File: src/rtl/seq_mult_param.sv
// ============================================================================
//  Module   : seq_mult_param
//  Purpose  : Shift-add sequential multiplier, WIDTH-generic, signed/unsigned
//             per operation, start rising-edge qualified, start/done handshake.
//  Option   : EARLY_TERM_EN - end the iteration phase once the multiplier is
//             exhausted (data-dependent latency, identical results).
//  Revision : 1.0 - initial release
// ============================================================================
`default_nettype none

module seq_mult_param #(
   parameter int WIDTH = 8
) (
   input  logic                 clk,
   input  logic                 rst,
   input  logic                 start,
   input  logic                 signed_mode,
   input  logic [WIDTH-1:0]     A_in,
   input  logic [WIDTH-1:0]     B_in,
   output logic                 busy,
   output logic                 done,
   output logic [2*WIDTH-1:0]   result
);

   localparam int         CW     = $clog2(WIDTH + 1);
   localparam logic [1:0] S_IDLE = 2'd0;
   localparam logic [1:0] S_CALC = 2'd1;
   localparam logic [1:0] S_DONE = 2'd2;

   logic [1:0]         r_state;
   logic [1:0]         w_next;
   logic               r_start_q;
   logic               w_accept;
   logic               w_load;
   logic               w_last;
   logic [WIDTH-1:0]   w_a_mag;
   logic [WIDTH-1:0]   w_b_mag;
   logic [2*WIDTH-1:0] r_mcand;
   logic [2*WIDTH-1:0] r_acc;
   logic [2*WIDTH-1:0] r_result;
   logic [WIDTH-1:0]   r_mult;
   logic [CW-1:0]      r_count;
   logic               r_sign;
   logic               r_fin;

   assign w_accept = start & ~r_start_q;
   assign w_load   = w_accept & ((r_state == S_IDLE) | (r_state == S_DONE));

   // Magnitude of the most negative value still fits WIDTH bits unsigned
   assign w_a_mag = (signed_mode & A_in[WIDTH-1]) ? (-A_in) : A_in;
   assign w_b_mag = (signed_mode & B_in[WIDTH-1]) ? (-B_in) : B_in;

`ifdef EARLY_TERM_EN
   assign w_last = (r_count == CW'(WIDTH - 1)) || (r_mult[WIDTH-1:1] == '0);
`else
   assign w_last = (r_count == CW'(WIDTH - 1));
`endif

   always_ff @(posedge clk) begin
      if (rst) begin
         r_state <= S_IDLE;
      end else begin
         r_state <= w_next;
      end
   end

   always_comb begin
      w_next = r_state;
      case (r_state)
         S_IDLE:  if (w_accept) w_next = S_CALC;
         S_CALC:  if (r_fin)    w_next = S_DONE;
         S_DONE:  if (w_accept) w_next = S_CALC;
         default: w_next = S_IDLE;
      endcase
   end

   always_comb begin
      busy = (r_state == S_CALC);
      done = (r_state == S_DONE);
   end

   // Datapath: r_fin marks that the final iteration has run, so the cycle
   // after it is spent applying the sign and publishing the product.
   always_ff @(posedge clk) begin
      if (rst) begin
         r_start_q <= 1'b1;
         r_mcand   <= '0;
         r_acc     <= '0;
         r_result  <= '0;
         r_mult    <= '0;
         r_count   <= '0;
         r_sign    <= 1'b0;
         r_fin     <= 1'b0;
      end else begin
         r_start_q <= start;
         if (w_load) begin
            r_mcand <= {{WIDTH{1'b0}}, w_a_mag};
            r_mult  <= w_b_mag;
            r_sign  <= signed_mode & (A_in[WIDTH-1] ^ B_in[WIDTH-1]);
            r_acc   <= '0;
            r_count <= '0;
            r_fin   <= 1'b0;
         end else if (r_state == S_CALC) begin
            if (r_fin) begin
               r_result <= r_sign ? (-r_acc) : r_acc;
            end else begin
               if (r_mult[0]) begin
                  r_acc <= r_acc + r_mcand;
               end
               r_mcand <= r_mcand << 1;
               r_mult  <= r_mult >> 1;
               r_count <= r_count + CW'(1);
               r_fin   <= w_last;
            end
         end
      end
   end

   assign result = r_result;

endmodule

`default_nettype wire
File: config.mk
export PLATFORM = sky130hd
export DESIGN_NAME = seq_mult_param
export DESIGN_NICKNAME = d
export VERILOG_FILES = /design/src/rtl/seq_mult_param.sv
export SDC_FILE = /design/constraint.sdc
export NUM_CORES = 1
export LEC_CHECK = 0
export ABC_AREA = 1
export CORE_MARGIN = 4
export CORE_UTILIZATION = 55
export DETAILED_ROUTE_END_ITERATION = 16
export PLACE_DENSITY_LB_ADDON = 0.05
export SLEW_MARGIN = 20
export SYNTH_ARGS = -nofsm -noshare
export SYNTH_HDL_FRONTEND = slang
export SYNTH_SLANG_ARGS = --single-unit
export TNS_END_PERCENT = 5
File: constraint.sdc
create_clock -name clk -period 2.2 [get_ports clk]
set_input_delay 0.44 -clock clk [delete_from_list [all_inputs] [get_ports clk]]
set_output_delay 0.44 -clock clk [all_outputs]
set_load 0.03 [all_outputs]
## After elaboration in Yosys (flattened, before gate mapping)

Cells that the tools add are included.

- Bits of input ports: 20
- Flip-flop bits (word level): 65
- Word-level logic and storage cells: 53

- Reduce and logical (&&, ||, !) cells: 9
- Equality and inequality tests: 6
- $add $sub $neg: 5
- Bitwise logic cells: 10
- Multiplexer cells: 13

Operator list:

| kind | count |
|---|---|
| two-way mux 8 bit | 8 |
| adder 16 bit | 1 |
| two-way mux 16 bit | 1 |
| negation 16 bit | 1 |
| negation 8 bit | 2 |
| AND reduction 2 bit | 3 |
| AND reduction 3 bit | 2 |
| bitwise AND 1 bit | 5 |
| adder 4 x 1 -> 4 bit (second input constant) | 1 |
| == test 4 x 3 -> 1 bit (second input constant) | 1 |
| two-way mux 2 bit | 2 |
| inequality test 2 x 1 -> 1 bit (second input constant) | 2 |
| case mux 2 bit (2 select lines) | 1 |
| OR reduction 2 bit | 2 |
| inverter 1 bit | 3 |
| == test 2 x 1 -> 1 bit (second input constant) | 1 |
| == test 2 bit (second input constant) | 1 |
| logical NOT 2 bit | 1 |
| inequality test 2 bit (second input constant) | 1 |
| nonzero test 2 bit | 1 |
| two-way mux 1 bit | 1 |
| bitwise OR 1 bit | 1 |
| XOR 1 bit | 1 |

## Depth between registers and ports, before layout

- Word-level depth: 5
- Depth in mapped cells: 12

## Worst setup path after synthesis

OpenSTA, ideal clock, no wires.

- Path type: flip-flop to flip-flop
- Start point: reg r_mcand[0]
- End point: reg r_acc[8]
- Stages on the path, launching flop included: 12
- Data arrival time: 1.649 ns
- Buffers on the path: 0
- Library setup time: 0.056 ns
- Required time: 2.144 ns
- Path slack: 0.496 ns
- Cells stage by stage: dfxtp_1 > ha_1 > inv_1 > fa_1 > inv_1 > nand3_1 > nand3_1 > a21oi_1 > or2_2 > nand3_1 > nand2_1 > inv_1

- Longest elaborated chain between the ends: 1

RTL lines:

| element | RTL line | text |
|---|---|---|
| start: declaration | 38 | `logic [2*WIDTH-1:0] r_mcand;` |
| start signal: assignment | 97 | `r_mcand <= {{WIDTH{1'b0}}, w_a_mag};` |
| start signal: assignment | 110 | `r_mcand <= r_mcand << 1;` |
| adder 16 bit | 108 | `r_acc <= r_acc + r_mcand;` |
| end signal: assignment | 108 |  |
| end: declaration | 39 | `logic [2*WIDTH-1:0] r_acc;` |

Every way passes these cells.
A chain may end at the register's enable or synchronous reset.

## Final worst setup path

- Start point: reg r_state[0]
- End point: out busy

- Longest elaborated chain between the ends: 1

RTL lines:

| element | RTL line | text |
|---|---|---|
| start: declaration | 30 | `logic [1:0] r_state;` |
| start signal: assignment | 63 | `r_state <= w_next;` |
| == test 2 x 1 -> 1 bit | 78 | `busy = (r_state == S_CALC);` |
| end: declaration | 20 | `output logic busy,` |

Every way passes these cells.

==> results.sh <==
export IMPL_critPathMaxStageDelay_ps=690
export IMPL_fin_total_pwr_w=0.00252
export IMPL_path_class="reg2out"
export IMPL_status="complete, no violations"
export IMPL_met1_length_um=4640
export IMPL_io_buffers=37
export IMPL_post_cts_resized=0
export IMPL_syn_num_nets=703
export IMPL_io_pins=38
export IMPL_crit_chain="inv_2 > nor2_4 > clkdlybuf4s50_1"
export IMPL_cts_made_buffers=9
export IMPL_yosysTopAreaCell="dfxtp_1"
export IMPL_min_period_over_period_pct=93.4
export IMPL_final_nets=744
export IMPL_dieArea_mm2=0.00904
export IMPL_grt_usage_pct=22.9
export IMPL_clock_sinks=65
export IMPL_crit_path_end_kind="output pin"
export IMPL_start_util_pct=56.9
export IMPL_cts_buffer_depth=2
export IMPL_grt_antenna_before_repair=0
export IMPL_fmax_mhz=487
export IMPL_switchingPower_w=0.000630
export IMPL_p_int_w=0.00189
export IMPL_hold_violations=0
export IMPL_synth_most_common_cell="nand2_1"
export IMPL_rsz0062_at_grt="false"
export IMPL_ys_seq_area_share_pct=31.2
export IMPL_grt_pass1_vias=3744
export IMPL_synth_edf_count=0
export IMPL_fin_crit_ps=2050
export IMPL_dr_max_layer_used="met4"
export IMPL_diodes=0
export IMPL_drt_iter0_drc=160
export IMPL_wl_met2_um=4300
export IMPL_ys_seq_elements=65
export IMPL_postCtsSetupBuffers=0
export IMPL_switching_share_pct=25.0
export IMPL_critPathRequiredTime_ps=1760
export IMPL_crit_arrival_ps=1610
export IMPL_die_width_um=95.1
export IMPL_grt_first_pass_wirelength_um=16500
export IMPL_p_per_area_mw_per_mm2=520
export IMPL_synth_area_top_cells="dfxtp_1 31%, nand2_1 18%, inv_1 9.7%"
export IMPL_wl_um=9520
export IMPL_synthCells=663
export IMPL_wire_per_inst_um=11.8
export IMPL_area_growth_pct=16.2
export IMPL_setup_viol=0
export IMPL_cts_tree="done"
export IMPL_core_region_area_mm2=0.00733
export IMPL_drive_gt1_share_pct=5.08
export IMPL_postLayoutCoreUtil_pct=66.1
export IMPL_pwr_share_comb_pct=11.1
export IMPL_fin_tns_setup_ps=0
export IMPL_wl_met3_um=367
export IMPL_clk_pin_slew_ps=70
export IMPL_relSlewSlack_pct=64.9
export IMPL_rows=31
export IMPL_syn_area_per_cell_um2=6.29
export IMPL_ir_drop_uv=316
export IMPL_min_path_type="reg2reg"
export IMPL_htreeDepth=3
export IMPL_clockRootBuffer="clkbuf_8"
export IMPL_synth_top_cells_by_count="202 x nand2_1, 108 x inv_1, 65 x a21oi_1, 65 x dfxtp_1, 45 x nor2_1"
export IMPL_drv_cap=0
export IMPL_total_leakage_power_nw=2.40
export IMPL_slew_viol_final=0
export IMPL_whs_ps=466
export IMPL_drtAntennaViolNets=0
export IMPL_seqPwrFrac_pct=48.5
export IMPL_cp_slowest_cell="clkdlybuf4s50_1"
export IMPL_hpwlAfterDp_um=7510
export IMPL_cp_max_fo=4
export IMPL_grt_start_max_net_pins=19
export IMPL_cts_hold_buf=0
export IMPL_finClkSkew_ps=10.4
export IMPL_ys_flop_type="dfxtp_1"
export IMPL_worst_pin_slew_ps=525
export IMPL_ys_warn_count=0
export IMPL_clock_latency_ps=350
export IMPL_synthesis_area_mm2=0.00417
export IMPL_ys_types=39
export IMPL_dr_total_vias=4107
export IMPL_async_flop_share_pct=0
export IMPL_firstDrtPassIters=5
export IMPL_vias_per_cell=5.09
export IMPL_pwr_share_clk_pct=40.4
export IMPL_place_gp_congestion=0.916
export IMPL_die_y_um=95.1
export IMPL_overflow=0
export IMPL_drcViolationCount=0
export IMPL_num_fill_cells=678
export IMPL_cp_start_kind="register"
export IMPL_synth_top_area_share_pct=31.2
==> state kept, by name, summed over array words and instances, names as in the netlist <==
signal / count
r_sign: 1
result: 16
r_mult: 8
r_mcand: 16
r_start_q: 1
r_fin: 1
r_count: 4
r_acc: 16
r_state: 2
==> power by group through the flow <==
stage | clock, W | sequential [W] | combinational (W)
detailed placement | 0 | 0.00125 | 0.000277
floorplan | 0 | 0.00124 | 0.000188
global route | 0.00109 | 0.00122 | 0.000315
CTS | 0.00103 | 0.00122 | 0.000279
finish | 0.00102 | 0.00122 | 0.000279
global placement | 0 | 0.00125 | 0.000272
==> area by class of cell <==
type	instances	area, um^2	area share, %
inverters	113	424	8.75
multi-input cells	468	2360	48.6
clock buffers	12	155	3.20
well taps	99	124	2.55
repair buffers	47	445	9.19
flip-flops and latches	65	1300	26.8
clock inverters	3	40.0	0.826
==> kinds of logic (layout without fill, tap and decap cells) <==
logic type	Yosys count	count (layout)	share of synthesized area (%)
xor gates and xnor gates	16	16	3.36
AOI/OAI and AO/OA	123	123	16.1
adders and majority gates	20	20	6.18
DFF	65	65	31.2
and+or+nand+nor	309	309	30.9
buffers and inverters	130	175	12.3
==> per-stage QoR <==
stage / instance area, um^2 / std cells / setup WS (ps)
2_1_floorplan: 4170 / 663 / 496
3_3_place_gp: 4650 / 792 / 332
3_5_place_dp: 4650 / 792 / 274
4_1_cts: 4850 / 807 / 129
5_1_grt: 4850 / 807 / 62.2
6_report: 4850 / 807 / 146
==> final timing paths <==
check	slack [ps]	end	cells past startpoint	start
max	150	busy	3	r_state[0]
min	470	r_count[3]	2	r_count[3]
max reg2reg	340	r_acc[8]	11	r_mcand[0]
min reg2reg	470	r_count[3]	2	r_count[3]
==> worst max-delay path: cells and delay by family, from the launching register on <==
family / cells / cell delay [ps]
buf+inv: 2 / 750
flops: 1 / 380
simple gates: 1 / 140
==> per-layer routing <==
layer  track usage (%)  vias up
met1              30.2     1823
met5                 0        -
met4              9.01        0
met3              4.50       20
met2              36.6       80
li1                  -     2184
==> cell usage in the layout, fill, tap and decap left out, types with 3 or more instances in the layout <==
master	instances
a211oi_1	3
a21oi_1	65
buf_4	10
clkbuf_8	11
clkdlybuf4s50_1	37
dfxtp_1	65
ha_1	19
inv_1	108
inv_2	3
nand2_1	202
nand3_1	40
nand4_1	5
nor2_1	45
nor3_1	6
o21a_1	6
o21ai_0	36
o21bai_1	3
or2_2	3
xor2_1	14
Power figures use the tool's default switching activity.
